`config.mk`:
```
export PLATFORM = sky130hd
export DESIGN_NAME = truth_table_scanner
export DESIGN_NICKNAME = d
export VERILOG_FILES = /design/src/rtl/truth_table_scanner.sv
export SDC_FILE = /design/constraint.sdc
export NUM_CORES = 1
export LEC_CHECK = 0
export ABC_AREA = 0
export BUFFER_PORTS_ARGS = -buffer_cell sky130_fd_sc_hd__buf_2
export CORE_UTILIZATION = 40
export DETAILED_ROUTE_END_ITERATION = 16
export SLEW_MARGIN = 20
export SYNTH_ARGS = -nofsm -noshare
export SYNTH_HDL_FRONTEND = slang
export SYNTH_SLANG_ARGS = --single-unit
export TNS_END_PERCENT = 50
```
`constraint.sdc`:
```
create_clock -name clk -period 2.4 [get_ports clk]
set_input_delay 0.24 -clock clk [delete_from_list [all_inputs] [get_ports clk]]
set_output_delay 0.24 -clock clk [all_outputs]
set_load 0.005 [all_outputs]
```
`src/rtl/truth_table_scanner.sv`:
```
// Exhaustive scanner for a 3-input combinational truth table: drives each of the
// eight input vectors, waits for it to settle, and compares r against a captured reference.
module truth_table_scanner #(
  parameter int SETTLE_CYCLES = 2
) (
  input  logic       clk,
  input  logic       rst,
  input  logic       start,
  input  logic       abort,
  input  logic [7:0] ref_table,
  input  logic       r,
  output logic       a,
  output logic       b,
  output logic       c,
  output logic       busy,
  output logic       done,
  output logic [7:0] mismatch_mask,
  output logic [3:0] mismatch_cnt,
  output logic       err_valid,
  output logic [2:0] err_vec,
  output logic       err_exp,
  output logic       err_got,
  output logic [1:0] state
);

  // Handshake: start is a level sampled only in IDLE; done and err_valid are
  // single-cycle pulses with no back-pressure, and err_* payload holds until the next error.
  typedef enum logic [1:0] {
    IDLE   = 2'd0,
    SETTLE = 2'd1,
    CHECK  = 2'd2,
    DONE   = 2'd3
  } state_t;

  localparam logic [3:0] LAST_WAIT = 4'(SETTLE_CYCLES - 1);

  state_t     st;
  logic [2:0] idx;
  logic [3:0] wait_cnt;
  logic [7:0] ref_q;
  logic       miss;

  assign miss  = (r != ref_q[idx]);
  assign state = st;

  always_ff @(posedge clk) begin
    if (rst) begin
      st            <= IDLE;
      idx           <= 3'd0;
      wait_cnt      <= 4'd0;
      ref_q         <= 8'd0;
      {a, b, c}     <= 3'd0;
      busy          <= 1'b0;
      done          <= 1'b0;
      mismatch_mask <= 8'd0;
      mismatch_cnt  <= 4'd0;
      err_valid     <= 1'b0;
      err_vec       <= 3'd0;
      err_exp       <= 1'b0;
      err_got       <= 1'b0;
    end else begin
      done      <= 1'b0;
      err_valid <= 1'b0;
      case (st)
        IDLE: begin
          if (start) begin
            ref_q         <= ref_table;
            mismatch_mask <= 8'd0;
            mismatch_cnt  <= 4'd0;
            idx           <= 3'd0;
            wait_cnt      <= 4'd0;
            {a, b, c}     <= 3'd0;
            busy          <= 1'b1;
            st            <= SETTLE;
          end
        end
        SETTLE: begin
          if (abort) begin
            {a, b, c} <= 3'd0;
            busy      <= 1'b0;
            st        <= IDLE;
          end else begin
            wait_cnt <= wait_cnt + 4'd1;
            if (wait_cnt == LAST_WAIT) st <= CHECK;
          end
        end
        CHECK: begin
          // Abort suppresses the comparison made in this same cycle.
          if (abort) begin
            {a, b, c} <= 3'd0;
            busy      <= 1'b0;
            st        <= IDLE;
          end else begin
            if (miss) begin
              mismatch_mask[idx] <= 1'b1;
              mismatch_cnt       <= mismatch_cnt + 4'd1;
              err_valid          <= 1'b1;
              err_vec            <= idx;
              err_exp            <= ref_q[idx];
              err_got            <= r;
            end
            if (idx != 3'd7) begin
              idx       <= idx + 3'd1;
              wait_cnt  <= 4'd0;
              {a, b, c} <= idx + 3'd1;
              st        <= SETTLE;
            end else begin
              {a, b, c} <= 3'd0;
              busy      <= 1'b0;
              st        <= DONE;
            end
          end
        end
        DONE: begin
          done <= 1'b1;
          st   <= IDLE;
        end
        default: st <= IDLE;
      endcase
    end
  end

endmodule
```
Word-level counts from Yosys, hierarchy flattened
Index checks and enable logic that the tools add are counted.
{ "totals": {"register_bits": 40, "in_bits": 13} }
{ "op_classes": {"addsub": 3, "n_lt_le_gt_ge": 2, "n_eq_ne": 14, "mux": 43, "bitwise_logic": 3, "n_reduce_logical": 13} }
{ "op_table": {"columns": ["op", "n"], "rows": [
  ["two-way mux 4 bit", 6],
  ["two-way mux 8 bit", 3],
  ["case mux 8 bit (2 select lines)", 1],
  ["two-way mux 1 bit", 15],
  ["inequality test 2 bit, second input constant", 6],
  ["case mux 1 bit (3 select lines)", 4],
  ["case mux 4 bit (3 select lines)", 1],
  ["AND reduction 4 bit", 3],
  ["two-way mux 2 bit", 5],
  ["two-way mux 3 bit", 3],
  ["inequality test 3 bit, second input constant", 3],
  ["adder 4 x 1 -> 4 bit, second input constant", 2],
  ["OR 8 bit", 1],
  ["case mux 2 bit (4 select lines)", 1],
  ["case mux 4 bit (2 select lines)", 1],
  ["case mux 3 bit (2 select lines)", 1],
  ["AND reduction 3 bit", 2],
  ["AND reduction 5 bit", 1],
  ["== test 2 bit, second input constant", 2],
  ["== test 4 x 1 -> 1 bit, second input constant", 1],
  ["less-than comparator 3 x 4 -> 1 bit, second input constant", 1],
  ["AND reduction 2 bit", 2],
  ["adder 3 x 1 -> 3 bit, second input constant", 1],
  ["binary-select mux 1 bit (select 3 bit)", 1],
  ["other kinds (10)", 11]
]} }

Depth between registers and ports, before layout
{ "depth": {"word_depth": 8, "mapped_depth": 8, "ltp_nobuf": 7} }

Least setup slack after synthesis
Ideal clock, no wire load.
{ "synth_timing": {"kind": "register -> register", "startpoint": "reg st[0] (netlist: state[0])", "endpoint": "reg mismatch_mask[5]", "setup_time_ps": 88, "t_arrival_ps": 1986, "slack_ps": 326, "stages_incl_launch_ff": 9, "synth_period_minus_slack_ps": 2074, "cell_sequence": "dfxtp_1 -> inv_1 -> ha_1 -> and2_1 -> buf_2 -> nand3b_1 -> nand2_1 -> o32a_2 -> a311oi_2"} }
{ "synth_between": {"elab_chain_cells": 3} }
{ "synth_rtl": {"columns": ["element", "line_no", "rtl"], "rows": [
  ["start: declaration", "37", "state_t st;"],
  ["start signal: assignment", "48", "st <= IDLE;"],
  ["start signal: assignment", "74", "st <= SETTLE;"],
  ["start signal: assignment", "81", "st <= IDLE;"],
  ["== test 2 bit or logical NOT 2 bit (tied branches)", "64", "case (st)"],
  ["inequality test 2 bit (no line) or nonzero test 2 bit (tied branches)", null, null],
  ["AND reduction 4 bit (no line)", null, null],
  ["end signal: assignment", "55", "mismatch_mask <= 8'd0;"],
  ["end signal: assignment", "68", "mismatch_mask <= 8'd0;"],
  ["end signal: indexed assignment", "95", "mismatch_mask[idx] <= 1'b1;"],
  ["end: declaration", "17", "output logic [7:0] mismatch_mask,"]
]} }
Several ways; a longest one is shown, not always the timed one.
A chain may end at the register's enable or synchronous reset.

Final worst setup path
{ "layout_timing": {"startpoint": "reg st[0] (netlist: state[0])", "endpoint": "reg mismatch_cnt[2]"} }
{ "layout_between": {"elab_chain_cells": 3} }
{ "layout_rtl": {"columns": ["element", "line_no", "rtl"], "rows": [
  ["== test 2 bit or logical NOT 2 bit (tied branches)", "64", null],
  ["inequality test 2 bit (no line) or nonzero test 2 bit (tied branches)", null, null],
  ["AND reduction 4 bit (no line)", null, null],
  ["end signal: assignment", "96", "mismatch_cnt <= mismatch_cnt + 4'd1;"],
  ["end: declaration", "18", "output logic [3:0] mismatch_cnt,"]
]} }
Several ways; a longest one is shown, not always the timed one.

==> results.md <==
Run status:
- The flow ran to the end, and the final reports show no timing, DRC or antenna violations.

Global route:
- The total routing resource utilization after global routing is 17.5%.
- The via count of the first global-routing pass is 1690.
- The number of antenna violations at the first check in global routing is 0.
- The first-pass GRT wire length is 7530 um.
- Entering global routing, the biggest net connects 30 pins.
- After global routing the overflow that remains totals 0.

Finish:
- Leaving out fill and tap cells, the most frequent cell in the layout is dfxtp_1.
- The top cell types in the final layout, fill and taps aside, are dfxtp_1, buf_2, nand2_1.
- The fill cell instance count of the final layout is 525.
- The number of antenna diodes in the final layout is 0.
- From synthesis to final layout, the design area changed by 15.4%.
- Cells with a size suffix above 1 make up 24.0% of the layout.
- The layout net count is 312.

Clocking:
- The number of buffers between clock root and the deepest sink is 2.
- The number of cells upsized or downsized after cts is 0.
- The H-tree was split into 2 levels.
- The number of clock buffers added by TritonCTS is 5.
- After clock tree synthesis, the clock-pin slew on the worst setup and hold paths is 0.08 ns.
- The TritonCTS clock tree is built.
- CTS saw 40 sinks.
- Clock latency on the worst-skew pair, taken at its later pin, is 0.29 ns.
- The root buffer cell chosen for the clock tree is clkbuf_8.

Power:
- In this run the static leakage power is 1.01 nW.
- The worst supply voltage drop on vdd is 265 uV.
- The overall power after layout is 1.37 mW.
- Power spread over the standard cell area amounts to 554 nW/um^2.

Critical path:
- STA puts the critical path data required time at 2.61 ns.
- The launching instance or port of the critical path is state[0].
- Of all nets on the critical path, the largest fanout is 6.
- Data on the critical path arrives at its endpoint at 2.39 ns.
- STA classifies the critical path endpoint as a flop.
- The worst setup path is of the flop to flop kind.
- STA classifies the critical path startpoint as a flop.
- In this run the critical register-to-register path is launched from state[0].

Hold path:
- The launch instance of the worst min-delay path is ref_table[1].
- The path type of the worst min-delay path is primary input to flop.

Floorplan:
- The floorplan has 26 rows.
- The starting density of the core is 41.8%.
- During I/O placement, the number of pins put on the boundary was 38.
- The core footprint is 5140 um^2.
- The floorplan step set the die width to 75.3 um.
- The die outline height is 75.3 um.
- The floorplan step defined a die boundary enclosing 5660 um^2.

STA:
- Setup total negative slack on the finished layout was measured at 0 ns.
- The shortest clock period the worst path allows after layout is 2.17 ns.
- The final-report setup violation count is 0.
- The setup skew after layout is 0.00600 ns.
- Based on the critical path, the design can be clocked at up to 460 MHz.
- Setup repair after global routing left no endpoint under its margin.
- The number of hold-slack violations in the final timing report is 0.
- The remaining max-slew budget at the tightest pin is 63.6%.
- The final number of max-transition violations is 0.
- The slew at the pin closest to its max-slew limit is 0.546 ns.
- The share of the cycle needed by the critical path after routing is 90.5%.

Synthesis:
- Counting flops and latches in the post-synthesis netlist gives 40.
- dfxtp_1 takes more of the synthesized area than any other cell.
- The number of warnings issued by yosys is 0.
- The post-synthesis cell type count is 53.
- The most common flop cell mapped by yosys is dfxtp_1.
- The average instance in the mapped netlist occupies 8.69 um^2.
- The number of synthesized flops with an enable pin is 0.
- The portion of synthesized cell area occupied by the leading cell type is 37.3%.
- Sorting the synthesized cells by area gives the leading types as dfxtp_1, ha_1, nand2_1.
- Sequential elements use 37.3% of the synthesized area.
- The post-synthesis instance area is 2150 um^2.
- The share of async-settable or async-resettable flops after synthesis is 0%.
- The net count after synthesis is 272.
- The gate count of the mapped netlist is 247.

Drt:
- In the routed layout, each cell is associated on average with a via count of 5.05.
- The count of TritonRoute iterations in the first routing pass is 4.
- For this block, the routed nets add up to 4480 um of wire.
- The overall via count from detail_route is 1807.
- After detailed routing, the number of remaining DRC violations is 0.
- The detailed router finished its first iteration with 71 violations.
- The remaining number of nets flagged by the antenna check after routing is 0.
- After detailed routing, the average wire length per cell comes to 12.5 um.

Placed design:
- Buffers placed on the I/O ports in this run total 37.
- The last weighted congestion value of the routability-driven placer is 0.810.
- Detailed placement ended at an HPWL of 3240 um.

Job:
- The number of violations of the max-capacitance limit is 0.
[worst paths after layout]
| path | depth (start not counted) | to | slack, ns |
|---|---|---|---|
| setup reg to reg | 8 | mismatch_cnt[2] | 0.23 |
| hold reg to reg | 2 | mismatch_mask[0] | 0.44 |
| hold / removal | 3 | ref_q[1] | 0.17 |
| setup / recovery | 8 | mismatch_cnt[2] | 0.23 |
[cell families after synthesis]
logic type,share of synthesized area [%]
mux,4.25
flops,37.3
simple gates,19.9
buf+inv,8.33
compound gates,22.4
xor+xnor,0.816
fa+ha+maj,6.99
[through the flow]
stage	setup slack [ns]	util (%)	instances	instance area, um^2	hold WS [ns]
5_1_grt	0.0805	48.2	358	2480	0.170
2_1_floorplan	0.326	-	247	2150	0.376
4_1_cts	0.0923	47.8	355	2450	0.166
3_3_place_gp	0.216	45.9	347	2360	0.433
6_report	0.227	48.2	358	2480	0.171
3_5_place_dp	0.0957	45.9	347	2360	0.435
[what timing repair did]
action	CTS	global route
setup endpoints to repair	0	7
setup buffers	0	3
hold buffers	0	0
[flip-flops by register name (all words and copies together) (netlist names), 2 cells and up]
register and count:
mismatch_mask 8, ref_q 8, mismatch_cnt 4, wait_cnt 4, err_vec 3, idx 3, state 2
[routing by layer]
metal / global-route usage [%] / wire, um / vias up
met5: 0 / 0 / -
met4: 7.00 / 76 / 0
met3: 4.42 / 154 / 8
met2: 28.7 / 2000 / 31
met1: 22.1 / 2240 / 823
li1: - / - / 945
[synth_stat cells (2+ instances only)]
master,count
a21boi_0,2
a21o_2,2
a21oi_1,23
a31oi_1,4
and2b_2,2
buf_2,2
buf_4,2
buf_6,2
clkbuf_1,3
clkbuf_8,3
dfxtp_1,40
ha_1,12
inv_1,21
mux2i_1,8
nand2_1,32
nand2b_1,3
nand3_1,8
nand4_1,4
nand4b_1,2
nor2_1,18
nor2b_1,4
nor3_1,3
o2111ai_1,6
o211ai_1,5
o21ai_0,6
or2_2,2
or3_1,2
[worst max-delay path: stages (launching register included)]
cell      delay [ns]
dfxtp_1         0.36
inv_1           0.12
ha_1            0.24
or2b_2          0.34
nand3_1         0.25
a211oi_4        0.07
buf_4           0.17
or3_1           0.36
a31oi_1         0.19
[cell type report]
| cell class | count | area, um^2 | share of cell area [%] |
|---|---|---|---|
| Inverter | 21 | 78.8 | 3.18 |
| Tap cell | 70 | 87.6 | 3.54 |
| Sequential cell | 40 | 801 | 32.3 |
| Timing Repair Buffer | 45 | 245 | 9.90 |
| Clock buffer | 6 | 82.6 | 3.33 |
| Multi-Input combinational cell | 174 | 1170 | 47.1 |
| Clock inverter | 2 | 15.0 | 0.606 |
[report_power, final]
group          leakage, nW  switching [mW]  internal (mW)
clock network       0.0434           0.241          0.233
logic                0.646           0.116         0.0830
registers            0.324          0.0169          0.685
total                 1.01           0.373           1.00
No activity file was read; power rests on OpenSTA's default activity.
